File: config.mk
export PLATFORM = sky130hd
export DESIGN_NAME = fifo_wr_arbiter
export DESIGN_NICKNAME = d
export VERILOG_FILES = /design/src/rtl/fifo_wr_arbiter_pkg.sv /design/src/rtl/arb_fifo_core.sv /design/src/rtl/fifo_wr_arbiter.sv
export SDC_FILE = /design/constraint.sdc
export NUM_CORES = 1
export LEC_CHECK = 0
export BUFFER_PORTS_ARGS = -buffer_cell sky130_fd_sc_hd__buf_2
export CAP_MARGIN = 40
export CELL_PAD_IN_SITES_DETAIL_PLACEMENT = 0
export CELL_PAD_IN_SITES_GLOBAL_PLACEMENT = 1
export CORE_UTILIZATION = 40
export CTS_CLUSTER_SIZE = 25
export DETAILED_ROUTE_END_ITERATION = 8
export PLACE_DENSITY_LB_ADDON = 0.1
export SYNTH_ARGS = -nofsm -noshare
export SYNTH_HDL_FRONTEND = slang
export SYNTH_HIERARCHICAL = 1
export SYNTH_SLANG_ARGS = --single-unit
File: constraint.sdc
create_clock -name clk -period 3.6 [get_ports clk]
set_input_delay 0.18 -clock clk [delete_from_list [all_inputs] [get_ports clk]]
set_output_delay 0.18 -clock clk [all_outputs]
set_load 0.01 [all_outputs]
File: src/rtl/fifo_wr_arbiter_pkg.sv
// Shared types and default sizing for the two-producer FIFO write arbiter.
package fifo_wr_arbiter_pkg;

    localparam int unsigned DEF_DATA_W    = 8;
    localparam int unsigned DEF_DEPTH     = 8;
    localparam int unsigned DEF_MAX_BURST = 4;

    typedef enum logic [1:0] {
        StIdle   = 2'd0,
        StGrant0 = 2'd1,
        StGrant1 = 2'd2
    } arb_state_e;

endpackage

File: src/rtl/arb_fifo_core.sv
// Show-ahead synchronous FIFO; pointers carry a phase bit to tell full from empty.
module arb_fifo_core #(
    parameter int unsigned WIDTH = 9,
    parameter int unsigned DEPTH = 8
) (
    input  logic                     clk,
    input  logic                     reset,
    input  logic                     wr_en,
    input  logic [WIDTH-1:0]         wr_data,
    input  logic                     rd_en,
    output logic [WIDTH-1:0]         rd_data,
    output logic                     empty,
    output logic                     full,
    output logic [$clog2(DEPTH):0]   count
);

    localparam int unsigned PTR_W = $clog2(DEPTH);

    logic [PTR_W:0]   wr_ptr_q;
    logic [PTR_W:0]   rd_ptr_q;
    logic [WIDTH-1:0] mem_q [DEPTH];
    logic             do_wr;
    logic             do_rd;

    assign empty   = (wr_ptr_q == rd_ptr_q);
    assign full    = (wr_ptr_q[PTR_W] != rd_ptr_q[PTR_W]) &&
                     (wr_ptr_q[PTR_W-1:0] == rd_ptr_q[PTR_W-1:0]);
    // Phase-extended pointer difference is the occupancy, 0..DEPTH.
    assign count   = wr_ptr_q - rd_ptr_q;
    assign rd_data = mem_q[rd_ptr_q[PTR_W-1:0]];
    assign do_wr   = wr_en && !full;
    assign do_rd   = rd_en && !empty;

    always_ff @(posedge clk) begin
        if (!reset) begin
            wr_ptr_q <= '0;
            rd_ptr_q <= '0;
            for (int unsigned i = 0; i < DEPTH; i++) begin
                mem_q[i] <= '0;
            end
        end else begin
            if (do_wr) begin
                mem_q[wr_ptr_q[PTR_W-1:0]] <= wr_data;
                wr_ptr_q <= wr_ptr_q + 1'b1;
            end
            if (do_rd) begin
                rd_ptr_q <= rd_ptr_q + 1'b1;
            end
        end
    end

endmodule

File: src/rtl/fifo_wr_arbiter.sv
// Two producers time-share one FIFO under a bursting round-robin grant.
module fifo_wr_arbiter
    import fifo_wr_arbiter_pkg::*;
#(
    parameter int unsigned DATA_W    = DEF_DATA_W,
    parameter int unsigned DEPTH     = DEF_DEPTH,
    parameter int unsigned MAX_BURST = DEF_MAX_BURST
) (
    input  logic                     clk,
    input  logic                     reset,
    input  logic                     s0_valid,
    input  logic [DATA_W-1:0]        s0_data,
    output logic                     s0_ready,
    input  logic                     s1_valid,
    input  logic [DATA_W-1:0]        s1_data,
    output logic                     s1_ready,
    input  logic                     read_en,
    output logic [DATA_W-1:0]        read_data,
    output logic                     read_src,
    output logic                     empty,
    output logic                     full,
    output logic [$clog2(DEPTH):0]   count
);

    localparam int unsigned BURST_W = (MAX_BURST > 1) ? $clog2(MAX_BURST) : 1;

    arb_state_e         state_q;
    logic [BURST_W-1:0] burst_q;
    logic               last_served_q;

    logic               cur_id;
    logic               cur_valid;
    logic               oth_valid;
    logic               burst_last;
    logic               wr_en;
    logic [DATA_W:0]    wr_data;
    logic [DATA_W:0]    rd_data;

    assign cur_id     = (state_q == StGrant1);
    assign cur_valid  = cur_id ? s1_valid : s0_valid;
    assign oth_valid  = cur_id ? s0_valid : s1_valid;
    assign burst_last = (burst_q == BURST_W'(MAX_BURST - 1));

    assign s0_ready = (state_q == StGrant0) && !full;
    assign s1_ready = (state_q == StGrant1) && !full;
    assign wr_en    = (s0_valid && s0_ready) || (s1_valid && s1_ready);
    assign wr_data  = cur_id ? {1'b1, s1_data} : {1'b0, s0_data};

    always_ff @(posedge clk) begin
        if (!reset) begin
            state_q       <= StIdle;
            burst_q       <= '0;
            last_served_q <= 1'b1;
        end else begin
            unique case (state_q)
                StIdle: begin
                    burst_q <= '0;
                    if (s0_valid && (!s1_valid || last_served_q)) begin
                        state_q <= StGrant0;
                    end else if (s1_valid) begin
                        state_q <= StGrant1;
                    end
                end
                StGrant0, StGrant1: begin
                    // Everything freezes while full; no beat can move anyway.
                    if (!full) begin
                        if (cur_valid && !burst_last) begin
                            burst_q <= burst_q + 1'b1;
                        end else begin
                            last_served_q <= cur_id;
                            burst_q       <= '0;
                            if (oth_valid) begin
                                state_q <= cur_id ? StGrant0 : StGrant1;
                            end else if (!cur_valid) begin
                                state_q <= StIdle;
                            end
                        end
                    end
                end
                default: state_q <= StIdle;
            endcase
        end
    end

    arb_fifo_core #(
        .WIDTH (DATA_W + 1),
        .DEPTH (DEPTH)
    ) u_fifo (
        .clk     (clk),
        .reset   (reset),
        .wr_en   (wr_en),
        .wr_data (wr_data),
        .rd_en   (read_en),
        .rd_data (rd_data),
        .empty   (empty),
        .full    (full),
        .count   (count)
    );

    assign read_data = rd_data[DATA_W-1:0];
    assign read_src  = rd_data[DATA_W];

endmodule

; ---- Word level (Yosys, flattened, before mapping)
; Memories as Yosys holds them, arrays and structs flattened. A register that Yosys moved wholly into a read port is not among the register bits.
; Index checks and enable logic that the tools add are counted.
[totals]
ff_bits = 13
ram_bits = 72
out_inout_bits = 17
wordCells = 67
mem_count = 1
[memory_table]
columns = name, depth, width, read_ports, rd_clocked_by_memory_dff, write_ports, line_no
row1 = u_fifo.mem_q, 8, 9, 1, 1, 8, arb_fifo_core.sv:21  ; logic [WIDTH-1:0] mem_q [DEPTH];
[classes]
addsub = 4
n_eq_ne = 10
mux = 23
bitwise_logic = 2
reduce_logical = 22
[ops]
columns = cell, n
row1 = $mux W2, 9
row2 = $mux W9, 2
row3 = $logic_and A1 B1 Y1, 9
row4 = $mux W3, 3
row5 = $reduce_or A9 Y1, 1
row6 = $add A4 B1 Y4 const B, 2
row7 = $pmux W2 S2, 2
row8 = $mux W1, 7
row9 = $ne A3 B3 Y1 const B, 2
row10 = $eq A2 B2 Y1 const B, 2
row11 = $eq A4 B4 Y1, 1
row12 = $logic_not A1 Y1, 4
row13 = $ne A2 B2 Y1 const B, 2
row14 = $reduce_and A4 Y1, 1
row15 = $sub A4 B4 Y4, 1
row16 = $eq A3 B3 Y1, 1
row17 = $reduce_and A3 Y1, 1
row18 = $add A2 B1 Y2 const B, 1
row19 = $eq A2 B1 Y1 const B, 1
row20 = $logic_not A2 Y1, 1
row21 = $logic_or A1 B1 Y1, 2
row22 = $not A1 Y1, 2
row23 = $reduce_and A2 Y1, 1
row24 = $reduce_bool A2 Y1, 1
row25 = 2 further kinds, 2

; ---- Longest topological paths before layout
[depth]
ltp_word = 12
mapped_depth = 10
ltp_nobuf = 10

; ---- By module
; The synthesis kept the hierarchy.
[by_module_without_submodules]
columns = mod, n_inst, cells_each, area_each_um2, seq_area_each_um2
row1 = arb_fifo_core, 1, 281, 3807.4, 2382.3
row2 = fifo_wr_arbiter, 1, 55, 501.7, 100.1

; ---- Least setup slack after synthesis
; OpenSTA, ideal clock, no wires.
[synth_timing]
kind = flip-flop to flip-flop
startpoint = register u_fifo.wr_ptr_q[0]
endpoint = memory u_fifo.mem_q[4][0], enable pin
setup_time_ps = 376
arrival_time_ps = 2682
required_time_ps = 3224
setup_slack_ps = 542
path_stages_with_launch = 11
period_less_slack_ps = 3058
cell_sequence = dfxtp_1 inv_1 ha_1 nand3_1 nor2_1 nor2b_1 a22o_1 o21a_2 nand3_1 buf_2 o21ai_1
[synth_lines]
columns = item, line_no
row1 = from (decl), arb_fifo_core.sv:19  ; logic [PTR_W:0] wr_ptr_q;
row2 = from (signal assigned), arb_fifo_core.sv:44  ; wr_ptr_q <= wr_ptr_q + 1'b1;
row3 = to (decl), arb_fifo_core.sv:21

==> results.ini <==
[flow_run]
cap_violations=0

[worst_setup_path]
path_cells=inv_1, ha_1, nand3_1, nor2_1, nor2b_1, a22o_1, o21ai_2, or3_4, o21ai_2
cp.required_ns=3.58
timing.rr.end=u_fifo/mem_q[2][5]
cp.depth=9
cp-end-kind=flip-flop
max_stage_delay_ns=0.52
reg2reg_slack_ns=0.49
crit_top_cell=o21ai_2
regToRegStartpoint=u_fifo/wr_ptr_q[0]
cp-endpoint=u_fifo/mem_q[2][5]
cp_slowest_cell=dfxtp_1
rr_worst_depth=9
critPathLaunchType=flip-flop
critical_path.top_delay_family=simple AND/OR/NAND/NOR gates
cp_max_fo=20
crit_start=u_fifo/wr_ptr_q[0]
path_class=flip-flop to flip-flop
path_buf_inv=1
crit_arrival_ns=3.09

[route]
drc=0
drtPass1Iterations=4
antenna_left=0
drt-initial-drc-count=130
dr_total_vias=2613
routed_wl_mm=9.347
wl_per_cell_um=18.04
viasPerCell=5.044

[yosys]
synth.top_cell.area_share=0.5017
syn_area_per_cell_um2=12.82
synthTopCellsByArea=edfxtp_1, mux4_2, dfxtp_1
ys_seq_elements=88
synth_area_mm2=0.004309
synth-async-reset-ratio=0
yosysSeqAreaShare=0.5761
synth_nets=369
yosys.area.top_type=edfxtp_1
yosys_warnings=6
synthCells=336
synth-main-ff-cell=edfxtp_1
ys_types=43
synth-edff-count=72

[floorplan]
io_pins=38
die_area_mm2=0.01119
num_rows=37
die_h_um=105.8
coreArea_mm2=0.01037
die_w_um=105.8
initial_core_util=0.4155

[power_and_ir_drop]
p_leak_nw=1.754
powerDensity_mw_per_mm2=630.9
switchingPower_mw=1.001
p_clk_frac=0.232
intPower_mw=2.051
irDropWorstVdd_v=0.0004129
p_seq_frac=0.412
switching_share=0.3280
comb_power_share=0.356

[clocking]
cts_setup_buffers=0
insertion_delay_ns=0.35
post_cts_resize_count=0
clk_pin_slew_ns=0.08
cts.sinks=88
clk_path_buf_depth=2
htreeDepth=3
numCtsBuffers=9
cts_hold_buf=0
root_buffer=clkbuf_8
cts_tree=done

[cells_and_area]
fillers=980
final_common_cell=nor2_1
stdcell_area_mm2=0.004838
mostFrequentLayoutCells=nor2_1, edfxtp_1, buf_2
drive_gt1_frac=0.2775
antenna_cells=0
syn_to_final_growth_pct=12.28
fin_nets=410

[sta]
finalMaxSlewViolations=0
hold_viol=0
max_freq_mhz=321.6
finalSetupViolations=0
fin_crit_sh=0.8637
fin_tns_setup_ns=0
fin_ws_ns=0.4908
max-slew-margin-rel=0.4829
period_needed_ns=3.109
rsz0062_at_grt=no
worstMarginPinSlew_ns=0.7756
hold_ws_ns=0.1435
fin_skew_ns=0.01365

[place]
placed_area_mm2=0.004633
dp_slack_ns=0.4621
gp_congestion=0.7575
port_buffers=37
dpl.hpwl_mm=6.553

[grt]
grt_pass1_wl_mm=14.96
first_global_vias=2701
grt_antenna_before_repair=0
grt_max_degree=28
grt_util_all_layers=0.1832
grt_overflow=0

[hold_path]
min-delay-path-class=input port to flip-flop

[run_status]
status=completed

cells by family after synthesis:
family	Yosys count	synth area share
AND/OR/NAND/NOR	133	0.1382
flip-flops	88	0.5761
multiplexers	41	0.1524
AO/OA/AOI/OAI	28	0.04559
buffers and inverters	27	0.03513
adder cells (fa/ha/maj)	12	0.03659
XOR/XNOR	7	0.01597
stage by stage:
step	util	std cells	total power [mW]
floorplan	-	336	2.082
global placement	0.4446	500	2.377
detailed placement	0.4468	502	2.387
CTS	0.4666	518	3.092
global route	0.4666	518	3.231
finish	0.4666	518	3.052
per-layer routing:
metal | share of wire | vias to the layer above | wire (um) | global-route usage
met5 | 0 | - | 0 | 0
met4 | 0.010 | 0 | 96 | 0.06548
met3 | 0.034 | 6 | 322 | 0.02288
li1 | - | 1291 | - | -
met1 | 0.46 | 1259 | 4306 | 0.2418
met2 | 0.49 | 57 | 4621 | 0.3105
worst min-delay path: stages:
cell,delay [ns]
buf_2,0.14
nand3_1,0.07
mux2i_1,0.06
registers in the layout (all words and copies together), names as in the netlist, named ones only:
name and cells:
state_q 2, last_served_q 1, u_fifo/mem_q 72, burst_q 2, u_fifo/wr_ptr_q 4, u_fifo/rd_ptr_q 4
power groups by stage:
stage                     clock network, mW  logic, mW  registers [mW]
after floorplan                           0      0.822            1.26
after global placement                    0       1.09            1.28
after detailed placement                  0       1.11            1.28
after CTS                             0.723       1.11            1.26
after global routing                  0.761       1.20            1.27
final                                 0.708       1.09            1.26
synthesized netlist by cell type, types with 6 or more instances:
| cell type | number |
|---|---|
| nand2_1 | 28 |
| nor2_1 | 75 |
| mux2i_1 | 6 |
| nor2b_1 | 7 |
| ha_1 | 11 |
| nand3_1 | 7 |
| edfxtp_1 | 72 |
| dfxtp_1 | 16 |
| inv_1 | 10 |
| mux2_2 | 17 |
| mux4_2 | 18 |
| buf_6 | 6 |
area by class of cell:
| cell class | count | area (um2) | area share |
|---|---|---|---|
| repair buffers | 47 | 267.8 | 0.05534 |
| inverters | 10 | 37.54 | 0.007758 |
| flip-flops and latches | 88 | 2482 | 0.5131 |
| clock buffers | 12 | 156.4 | 0.03232 |
| multi-input cells | 221 | 1675 | 0.3463 |
| well taps | 136 | 170.2 | 0.03517 |
| clock inverters | 4 | 48.80 | 0.01009 |
worst min path at each step:
| stage | startpoint | endpoint | slack [ns] | cells after the start |
|---|---|---|---|---|
| floorplan | reset | last_served_q | 0.24 | 1 |
| global placement | last_served_q | last_served_q | 0.46 | 2 |
| detailed placement | last_served_q | last_served_q | 0.46 | 2 |
| CTS | s0_valid | state_q[0] | 0.13 | 3 |
| global route | s0_valid | state_q[0] | 0.16 | 3 |
| finish | s0_valid | state_q[0] | 0.14 | 3 |
(Power assumes the default switching activity.)
